<file path="src/rtl/fifo_wr_burst.sv">
// Burst write controller: moves a requested number of producer words into a FIFO.
// It stalls on empty source or full FIFO, supports early abort, and reports the count written.
module fifo_wr_burst #(
  parameter int DATA_WIDTH = 8,
  parameter int LEN_WIDTH  = 8
) (
  input  logic                  clk_wr,
  input  logic                  rst,
  input  logic                  start,
  input  logic [LEN_WIDTH-1:0]  burst_len,
  input  logic                  abort,
  input  logic                  src_valid,
  input  logic [DATA_WIDTH-1:0] src_data,
  output logic                  src_ready,
  input  logic                  full,
  output logic                  wr_en,
  output logic [DATA_WIDTH-1:0] data_in,
  output logic                  busy,
  output logic                  done,
  output logic                  aborted,
  output logic [LEN_WIDTH-1:0]  wr_count
);

  typedef enum logic [1:0] {
    ST_IDLE,
    ST_BURST,
    ST_DONE
  } state_t;

  state_t               state_q, state_d;
  logic [LEN_WIDTH-1:0] remaining_q, remaining_d;
  logic [LEN_WIDTH-1:0] wr_count_q, wr_count_d;
  logic                 aborted_q, aborted_d;

  // NOTE: every output of this block gets a default first, so no path leaves a
  // signal unassigned and no latch is inferred.
  always_comb begin
    state_d     = state_q;
    remaining_d = remaining_q;
    wr_count_d  = wr_count_q;
    aborted_d   = aborted_q;
    wr_en       = 1'b0;

    case (state_q)
      ST_IDLE: begin
        if (start) begin
          remaining_d = burst_len;
          wr_count_d  = '0;
          aborted_d   = 1'b0;
          state_d     = (burst_len != '0) ? ST_BURST : ST_DONE;
        end
      end
      ST_BURST: begin
        // Abort wins over a write, including the final one.
        if (abort) begin
          aborted_d = 1'b1;
          state_d   = ST_DONE;
        end else if (src_valid && !full && !rst) begin
          wr_en       = 1'b1;
          remaining_d = remaining_q - 1'b1;
          wr_count_d  = wr_count_q + 1'b1;
          if (remaining_q == LEN_WIDTH'(1)) state_d = ST_DONE;
        end
      end
      ST_DONE: state_d = ST_IDLE;
      default: state_d = ST_IDLE;
    endcase
  end

  // NOTE: state registers use non-blocking assignments so every flop samples
  // the pre-edge values, independent of statement order.
  always_ff @(posedge clk_wr) begin
    if (rst) begin
      state_q     <= ST_IDLE;
      remaining_q <= '0;
      wr_count_q  <= '0;
      aborted_q   <= 1'b0;
    end else begin
      state_q     <= state_d;
      remaining_q <= remaining_d;
      wr_count_q  <= wr_count_d;
      aborted_q   <= aborted_d;
    end
  end

  assign src_ready = wr_en;
  assign data_in   = src_data;
  assign busy      = (state_q == ST_BURST);
  assign done      = (state_q == ST_DONE);
  assign aborted   = aborted_q;
  assign wr_count  = wr_count_q;

endmodule

</file>
<file path="config.mk">
export PLATFORM = sky130hd
export DESIGN_NAME = fifo_wr_burst
export DESIGN_NICKNAME = d
export VERILOG_FILES = /design/src/rtl/fifo_wr_burst.sv
export SDC_FILE = /design/constraint.sdc
export NUM_CORES = 1
export LEC_CHECK = 0
export BUFFER_PORTS_ARGS = -buffer_cell sky130_fd_sc_hd__buf_2
export CORE_MARGIN = 4
export CORE_UTILIZATION = 50
export CTS_BUF_LIST = sky130_fd_sc_hd__clkbuf_4 sky130_fd_sc_hd__clkbuf_8
export CTS_CLUSTER_DIAMETER = 150
export CTS_CLUSTER_SIZE = 24
export DETAILED_ROUTE_END_ITERATION = 10
export HOLD_SLACK_MARGIN = 0.12
export PLACE_DENSITY_LB_ADDON = 0.12
export SYNTH_ARGS = -nofsm -noshare
export SYNTH_HDL_FRONTEND = slang
export SYNTH_SLANG_ARGS = --single-unit
</file>
<file path="constraint.sdc">
create_clock -name clk_wr -period 1.7 [get_ports clk_wr]
set_clock_uncertainty 0.05 [all_clocks]
set_input_delay 0.34 -clock clk_wr [delete_from_list [all_inputs] [get_ports clk_wr]]
set_output_delay 0.34 -clock clk_wr [all_outputs]
set_load 0.005 [all_outputs]
</file>
==> out/results.txt <==
Wirelength per Cell: 14.86 um
Startpoint Class: flop
# Max-Cap Violations: 0
GRT overflow: 0
Switching Power: 0.4374 mW
pins over their slew limit: 0
Reg clk slew, reported paths: 0.11 ns
H-tree Lvls: 1
Worst Path Max Fanout: 9
Netlist cell types: 35
WP data arrival: 1.86 ns
post-route ant nets: 0
worst slew pin tran: 0.4417 ns
gr usage total: 21.11%
Hold WC Path Type: primary input to flop
max incr delay on CP: 0.57 ns
via count: 1,133
maximum vdd drop: 0.5392 mV
worst-path cell chain: nor3b_4 -> buf_4 -> a21oi_2 -> or4_1 -> a21oi_2
CORE AREA: 2022 um2
hold_ws: 0.2757 ns
Yosys reg bits: 19
P&R area growth vs syn: 23.90%
Worst EP required: 1.89 ns
crit path max-delay cell type: or4_1
GP Congestion: 0.7927
Most common cell on crit path: a21oi_2
Fin. Hold Viols: 0
CTS max path bufs: 2
met2 WL: 1518 um
die width: 55.01 um
setup tns final: 0 ns
Total Power: 1.248 mW
effective utilization at floorplan: 54.64%
antenna cell count: 0
Iter 0 DRT Violations: 28
layout cells sized above 1: 32.37%
CTS Root Cell: clkbuf_4
hold buffers post-CTS: 0
Syn Inst Count: 140
Sw Ratio: 35.06%
Die ar.: 3026 um2
clk sink count: 19
first-pass GRT wire length: 4726 um
FP Rows: 16
cell leakage power: 0.5877 nW
Int Pwr: 0.8101 mW
Clk pwr share: 19.0%
sequential fraction of the synthesis area: 34.43%
Avg Cell Area, Syn: 7.892 um2
crit end category: flop
DR WL met3: 156 um
Finish-stage setup viols: 0
syn nets: 165
kind of critical path: flop to flop
Slew HR: 70.55%
Crit path max-delay family: simple AND/OR/NAND/NOR gates
DP HPWL: 2131 um
drc violations: 0
IO Pins: 43
Nets: 199
port bufs: 26
CTS tree: yes
fraction of registers with async set or reset after synthesis: 0%
Syn. warnings: 0
PwrDens: 911.4 nW/um2
Main synth FF type: dfxtp_1
Seq pwr share: 42.4%
1st-pass router iterations: 4
outcome: finished clean
Fmax: 597.4 MHz
WP buf/inv: 1
EDFF count, synth: 0
CTS Buf Count: 3
wl on met1: 1238 um
period utilization: 98.46%
antenna violations before repair: 0
Detailed Route WL: 2971 um
DR vias/cell: 5.665
final core utilization: 67.70%
Max Used Layer: met4
number of global-route vias before repair: 1,158
Clock Latency Late Sink: 0.30 ns
Gate power share: 38.5%
pin count of the biggest net entering global routing: 18
Synth Cell Area: 1105 um2
die height: 55.01 um
fin crit period: 1.674 ns
==> layout by cell type, fill, tap and decap left out, drive strengths merged, types with 4 or more instances in the layout <==
master and count:
a21o 6, a21oi 18, buf 43, dfxtp 19, inv 6, nand2 12
nand3 6, nor2 8, nor2b 4, nor3b 4, o21ai 10
==> path summary, 6_finish.rpt <==
path                   from        endpoint  slack, ns  depth (start not counted)
max              state_q[1]     wr_count[7]       0.03                          5
min reg2reg  remaining_q[1]  remaining_q[1]       0.44                          2
min            burst_len[0]  remaining_q[0]       0.28                          3
max reg2reg      state_q[1]     wr_count[7]       0.03                          5
==> per-layer routing <==
layer,track usage [%],vias up
li1,-,559
met1,25.36,531
met5,0,-
met2,37.40,35
met4,8.907,0
met3,2.681,8
==> layout make-up <==
type | count | area [um2]
Inverter | 6 | 25.02
Timing Repair Buffer | 43 | 274.0
Sequential cell | 19 | 382.9
Fill cell | 187 | 653.1
Clock inverter | 1 | 5.005
Clock buffer | 3 | 22.52
Multi-Input combinational cell | 101 | 625.6
Tap cell | 27 | 33.78
==> cells in the mapped netlist (all sizes together), types with 4 or more instances <==
cell type / n / area [um2]
nand2: 12 / 45.04
nor3b: 4 / 40.03
inv: 5 / 18.77
nor2: 8 / 30.03
o21ai: 10 / 50.05
buf: 11 / 77.57
nor2b: 4 / 25.02
dfxtp: 19 / 380.4
a21oi: 18 / 93.84
nand3: 6 / 30.03
a21o: 6 / 45.04
==> timing repair <==
item	in CTS	in global routing
endpoints found under the setup margin	3	4
gates resized for setup	4	4
buffers inserted	0	3
gates cloned	0	0
==> power groups by stage <==
stage	logic, mW	registers, mW	clock network [mW]
finish	0.481	0.529	0.238
global route	0.534	0.536	0.263
floorplan	0.268	0.534	0
global placement	0.433	0.531	0
detailed placement	0.452	0.534	0
CTS	0.458	0.527	0.246
==> stage by stage <==
step / worst slack [ns] / cell area, um2 / cells
floorplan: 0.1930 / 1105 / 140
global placement: 0.04945 / 1297 / 193
detailed placement: 0.02526 / 1297 / 193
CTS: 0.01959 / 1335 / 197
global route: -0.02477 / 1369 / 200
finish: 0.02617 / 1369 / 200
==> cell families (layout without fill, tap and decap cells) <==
logic type	Yosys count	in the layout	share of synthesized area (%)
xor+xnor	2	2	1.586
simple gates	54	54	27.75
flops	19	19	34.43
mux	1	1	0.9060
compound gates	41	41	21.86
buf+inv	20	53	10.08
fa+ha+maj	3	3	3.398
==> worst reg2reg max path, stage by stage, from the launching register on <==
cell and delay, ns:
dfxtp_2 0.36, nor3b_4 0.22, buf_4 0.15, a21oi_2 0.12, or4_1 0.57, a21oi_2 0.16
==> flip-flops by register name (all words and copies together) (netlist names) <==
signal       count
remaining_q      8
wr_count         8
state_q          2
aborted          1
No activity file was read; power rests on OpenSTA's default activity.
